==> src/rtl/mbus_pkg.sv <==
// Shared definitions for the two-master bus arbiter: FSM state encoding and owner codes.
package mbus_pkg;

  typedef enum logic [1:0] {
    IDLE = 2'b00,
    OWN0 = 2'b01,
    OWN1 = 2'b10
  } arb_state_t;

  localparam logic [1:0] OWNER_NONE = 2'b00;
  localparam logic [1:0] OWNER_M0   = 2'b01;
  localparam logic [1:0] OWNER_M1   = 2'b10;

endpackage

==> src/rtl/arb_hold_ctr.sv <==
// Counts consecutive granted cycles of the current owner and saturates at HOLD_MAX-1.
module arb_hold_ctr #(
  parameter int HOLD_MAX = 16
) (
  input  logic clk,
  input  logic reset,
  input  logic clear,
  input  logic enable,
  output logic limit_reached
);

  localparam int CW = (HOLD_MAX > 1) ? $clog2(HOLD_MAX) : 1;
  localparam logic [CW-1:0] LIMIT = CW'(HOLD_MAX - 1);

  logic [CW-1:0] cnt;

  always_ff @(posedge clk) begin
    if (reset || clear) begin
      cnt <= '0;
    end else if (enable && (cnt != LIMIT)) begin
      cnt <= cnt + 1'b1;
    end
  end

  assign limit_reached = (cnt == LIMIT);

endmodule

==> src/rtl/mbus_arbiter.sv <==
// Two-master round-robin bus arbiter with hold-time preemption.
// Define MBUS_ARB_LOCK_EN to let a locked owner ignore hold-time preemption.
module mbus_arbiter
  import mbus_pkg::*;
#(
  parameter int WIDTH    = 32,
  parameter int HOLD_MAX = 16
) (
  input  logic             clk,
  input  logic             reset,
  input  logic             m0_req,
  input  logic             m1_req,
  input  logic             m0_lock,
  input  logic             m1_lock,
  input  logic [WIDTH-1:0] m0_addr,
  input  logic [WIDTH-1:0] m1_addr,
  input  logic [WIDTH-1:0] m0_dout,
  input  logic [WIDTH-1:0] m1_dout,
  input  logic             m0_wen,
  input  logic             m1_wen,
  output logic             m0_gnt,
  output logic             m1_gnt,
  output logic [WIDTH-1:0] m_din,
  output logic [WIDTH-1:0] bus_addr,
  output logic [WIDTH-1:0] bus_dout,
  output logic             bus_wen,
  input  logic [WIDTH-1:0] bus_din,
  output logic [1:0]       owner
);

  arb_state_t state;
  arb_state_t next_state;
  logic       last_owner;  // 0 = m0, 1 = m1
  logic       limit_reached;
  logic       m0_locked;
  logic       m1_locked;

`ifdef MBUS_ARB_LOCK_EN
  assign m0_locked = m0_lock;
  assign m1_locked = m1_lock;
`else
  logic unused_lock;
  assign unused_lock = m0_lock ^ m1_lock;
  assign m0_locked   = 1'b0;
  assign m1_locked   = 1'b0;
`endif

  always_comb begin
    next_state = state;
    case (state)
      IDLE: begin
        if (m0_req && m1_req) next_state = last_owner ? OWN0 : OWN1;
        else if (m0_req)      next_state = OWN0;
        else if (m1_req)      next_state = OWN1;
      end
      OWN0: begin
        if (!m0_req)                                 next_state = m1_req ? OWN1 : IDLE;
        else if (limit_reached && m1_req && !m0_locked) next_state = OWN1;
      end
      OWN1: begin
        if (!m1_req)                                 next_state = m0_req ? OWN0 : IDLE;
        else if (limit_reached && m0_req && !m1_locked) next_state = OWN0;
      end
      default: next_state = IDLE;
    endcase
  end

  always_ff @(posedge clk) begin
    if (reset) begin
      state      <= IDLE;
      m0_gnt     <= 1'b0;
      m1_gnt     <= 1'b0;
      owner      <= OWNER_NONE;
      last_owner <= 1'b1;
    end else begin
      state  <= next_state;
      m0_gnt <= (next_state == OWN0);
      m1_gnt <= (next_state == OWN1);
      case (next_state)
        OWN0:    begin owner <= OWNER_M0;   last_owner <= 1'b0; end
        OWN1:    begin owner <= OWNER_M1;   last_owner <= 1'b1; end
        default: owner <= OWNER_NONE;
      endcase
    end
  end

  // Counter restarts whenever ownership is about to change or the bus is idle.
  arb_hold_ctr #(
    .HOLD_MAX(HOLD_MAX)
  ) u_hold_ctr (
    .clk          (clk),
    .reset        (reset),
    .clear        ((state == IDLE) || (next_state != state)),
    .enable       (state != IDLE),
    .limit_reached(limit_reached)
  );

  always_comb begin
    bus_addr = '0;
    bus_dout = '0;
    bus_wen  = 1'b0;
    case (state)
      OWN0: begin
        bus_addr = m0_addr;
        bus_dout = m0_dout;
        bus_wen  = m0_wen && m0_req && m0_gnt;
      end
      OWN1: begin
        bus_addr = m1_addr;
        bus_dout = m1_dout;
        bus_wen  = m1_wen && m1_req && m1_gnt;
      end
      default: ;
    endcase
  end

  assign m_din = bus_din;

endmodule

==> config.mk <==
export PLATFORM = sky130hd
export DESIGN_NAME = mbus_arbiter
export DESIGN_NICKNAME = d
export VERILOG_FILES = /design/src/rtl/mbus_pkg.sv /design/src/rtl/arb_hold_ctr.sv /design/src/rtl/mbus_arbiter.sv
export SDC_FILE = /design/constraint.sdc
export NUM_CORES = 1
export LEC_CHECK = 0
export CORE_AREA = 2 2 103 105
export DETAILED_ROUTE_END_ITERATION = 16
export DIE_AREA = 0 0 105 107
export GPL_TIMING_DRIVEN = 0
export PLACE_DENSITY = 0.68
export SYNTH_ARGS = -nofsm -noshare
export SYNTH_HDL_FRONTEND = slang
export SYNTH_SLANG_ARGS = --single-unit
==> constraint.sdc <==
create_clock -name clk -period 2.5 [get_ports clk]
set_input_delay 0.375 -clock clk [delete_from_list [all_inputs] [get_ports clk]]
set_output_delay 0.375 -clock clk [all_outputs]
set_load 0.01 [all_outputs]
==> results.toml <==
[run_status]
outcome = "finished, final reports clean"

[power_and_ir_drop]
power.switching_uw = 828.7
report.power.total_mw = 2.031
comb_power_share_pct = 81.9
pwr-share-seq_pct = 9.7
netSwitchingFraction_pct = 40.81
p_clk_share_pct = 8.4
ir_drop_mv = 0.3460
p_int_mw = 1.202
power.leakage_nw = 1.959
power-per-cell-area_nw_per_um2 = 455.3

[logic_synthesis]
syn_inst = 257
async_reset_ff_share_pct = 0
synth-compound-area-share_pct = 33.38
synth_top_family_by_area = "compound AO/OA/AOI/OAI gates"
synth_top_cells_by_area = "a22oi_1 (26%), nor2b_1 (23%), buf_4 (14%)"
synth_fa_ha_area_share_pct = 4.664
synth_commonest_cells = "nor2b_1 (69), a22oi_1 (64), buf_4 (34)"
yosysMostFrequentCell = "nor2b_1"
synth_top_area_share_pct = 25.58
ys_ff_latch = 9
synth_cell_types = 36
post_synth_instance_area_sq_um = 1878
syn-num-nets = 432
synth.avg_cell_area_sq_um = 7.308
netlist.top_cell.by_area = "a22oi_1"
synth-simple-area-share_pct = 30.98
synth_top_flop_cell = "dfxtp_1"
synth-seq-area-share_pct = 9.594
yosys_warnings = 0
synth_xor_area_share_pct = 0.4664
synth_edf_count = 0
muxShareOfSynthArea_pct = 0.5330

[placement]
place_congestion = 0.9193
place_inst = 625
io_buffer_count = 232
dpl.hpwl_mm = 8.415

[drt]
first_pass_iters = 4
drt_iter0_markers = 123
drc = 0
avgViaCountPerCell = 4.384
ant_nets = 0
post_drt_wl_per_cell_microns = 15.76
totalWireLength_mm = 9.929
vias = 2762

[critical_path]
crit-reg2reg-capture = "last_owner"
worstPathCellList = "clkbuf_4, inv_1, ha_1, clkbuf_8, clkbuf_4, nor2b_1, dlygate4sd2_1"
start_kind = "flip-flop"
cp.required_ns = 2.12
rr_worst_depth = 9
crit_type = "flip-flop to primary output"
r2r_start = "state[0]"
cp-end-kind = "primary output"
cp.arrival_ns = 2.02
crit_top_cell = "clkbuf_4"
critPathBufInv = 5
cpPeakStageDelay_ns = 0.35
critPathSlowestCell = "dfxtp_1"
rrSetupSlack_ns = 0.30
cp_max_fo = 10
crit_family = "buffers and inverters"

[cts]
clockRootBuffer = "clkbuf_8"
clk_pin_slew_worst_paths_ns = 0.04
numCtsBuffers = 3
cts_max_level = 1
cts_tree = "done"
clk_path_buf_depth = 2
insertion_delay_ns = 0.24
clock-sinks = 9

[global_routing]
overflow = 0
grt_pass1_vias = 2737
grt_pass1_wl_mm = 14.63
track_usage_pct = 16.04
grt_max_degree = 11
antenna_found_initial = 0

[floorplan]
fp.dieH_microns = 107
dieArea_sq_um = 11240
floorplan.io_pins = 269
core_area_sq_um = 10090
initial_utilization_pct = 18.61
die_w_microns = 105
row_count = 37

[hold_path]
hp-start = "last_owner"
hold_path_depth = 1
hold-path-endpoint = "last_owner"
holdCritPathClass = "flip-flop to flip-flop"

[timing]
rsz0062_at_grt = "false"
finalSetupViolations = 0
slew_violations = 0
relSlewSlack_pct = 73.53
worstMarginPinSlew_ns = 0.3947
period_share_pct = 95.90
finalCriticalPeriod_ns = 2.397
clock.fmax_mhz = 417.1
hold_viol_final = 0
finalClockSkew_ns = 0.0009787

[layout]
synthToLayoutAreaGrowth_pct = 137.5
drive_gt1_share_pct = 14.98
num_antenna_cells = 0
final_cells = 630
fin_nets = 670

[run]
maxCapViolations = 0
==> through the flow <==
stage / area, sq um / TNS, ns / hold slack [ns] / setup slack, ns / util, %
5_1_grt: 4461 / 0 / 0.4814 / 0.01396 / 44.20
2_1_floorplan: 1878 / 0 / 0.4352 / 0.4059 / -
3_5_place_dp: 4370 / -29.06 / 0.4541 / -0.5924 / 43.31
4_1_cts: 4433 / 0 / 0.4647 / 0.008014 / 43.93
6_report: 4461 / 0 / 0.4717 / 0.1025 / 44.20
3_3_place_gp: 4370 / -27.45 / 0.4484 / -0.5569 / 43.31
==> power by group through the flow <==
stage	logic [mW]	clock network (mW)	registers, mW
global placement	1.63	0	0.194
global route	1.81	0.182	0.200
floorplan	0.881	0	0.194
finish	1.66	0.171	0.197
CTS	1.67	0.176	0.196
detailed placement	1.66	0	0.195
==> state kept, by name (all words and copies together) (netlist names) <==
register	flops
last_owner	1
m1_gnt	1
owner	1
state	2
u_hold_ctr.cnt	4
==> routing by layer <==
metal  global-route usage [%]  part of all wire [%]  vias to the layer above  wire length [microns]
met5                        0                     0                        -                      0
met4                    4.381                   2.1                        0                    212
met3                    2.796                   6.7                       17                    663
met2                    30.24                    52                      117                   5193
met1                    18.51                    39                     1261                   3860
li1                         -                     -                     1367                      -
==> worst reg2reg max path, cell delays in order, from the launching register on <==
cell and delay (ns):
dfxtp_2 0.37, inv_1 0.15, ha_2 0.25, o21ai_1 0.11, a31oi_4 0.18, a21oi_1 0.08
a21oi_1 0.26, inv_1 0.08, ha_1 0.31, a211o_1 0.29
==> layout make-up <==
type                            count  area (sq um)
Clock buffer                        4         45.04
Sequential cell                     9         181.4
Buffer                             58         437.9
Inverter                            6         22.52
Timing Repair Buffer              234          2271
Tap cell                          136         170.2
Fill cell                        1035          5632
Multi-Input combinational cell    183          1333
==> cell families after synthesis <==
logic type,count (synthesis)
AND/OR/NAND/NOR,91
buffers and inverters,65
adder cells (fa/ha/maj),7
flip-flops,9
multiplexers,1
XOR/XNOR,1
AO/OA/AOI/OAI,83
==> cells in the final DEF, fill, tap and decap left out, types with 2 or more instances in the layout <==
| master | instances |
|---|---|
| clkdlybuf4s50_1 | 167 |
| nor2b_1 | 68 |
| a22oi_1 | 64 |
| dlygate4sd2_1 | 61 |
| buf_4 | 39 |
| dfxtp_1 | 8 |
| clkbuf_4 | 6 |
| inv_1 | 6 |
| clkbuf_2 | 5 |
| clkbuf_8 | 5 |
| buf_2 | 5 |
| ha_1 | 5 |
| nand4_1 | 4 |
| a21oi_1 | 4 |
| nor2_1 | 4 |
| dlymetal6s2s_1 | 4 |
| nand2_1 | 3 |
| o21ai_0 | 3 |
| nor3_1 | 3 |
| buf_6 | 2 |
| o21ai_1 | 2 |
| nand3_1 | 2 |
==> what timing repair did <==
item	in CTS	in global routing
hold buffers	0	0
setup endpoints to repair	66	5
buffers inserted	0	2
gates resized for setup	103	5
==> how the worst max path moves through the flow <==
stage / startpoint / to / cells past startpoint
2_1_floorplan: state[1] / last_owner / 10
3_3_place_gp: state[1] / bus_dout[26] / 9
3_5_place_dp: state[1] / bus_dout[26] / 9
4_1_cts: state[1] / bus_addr[12] / 8
5_1_grt: state[1] / bus_dout[7] / 7
6_report: state[1] / bus_dout[7] / 7
(Power assumes the default switching activity.)
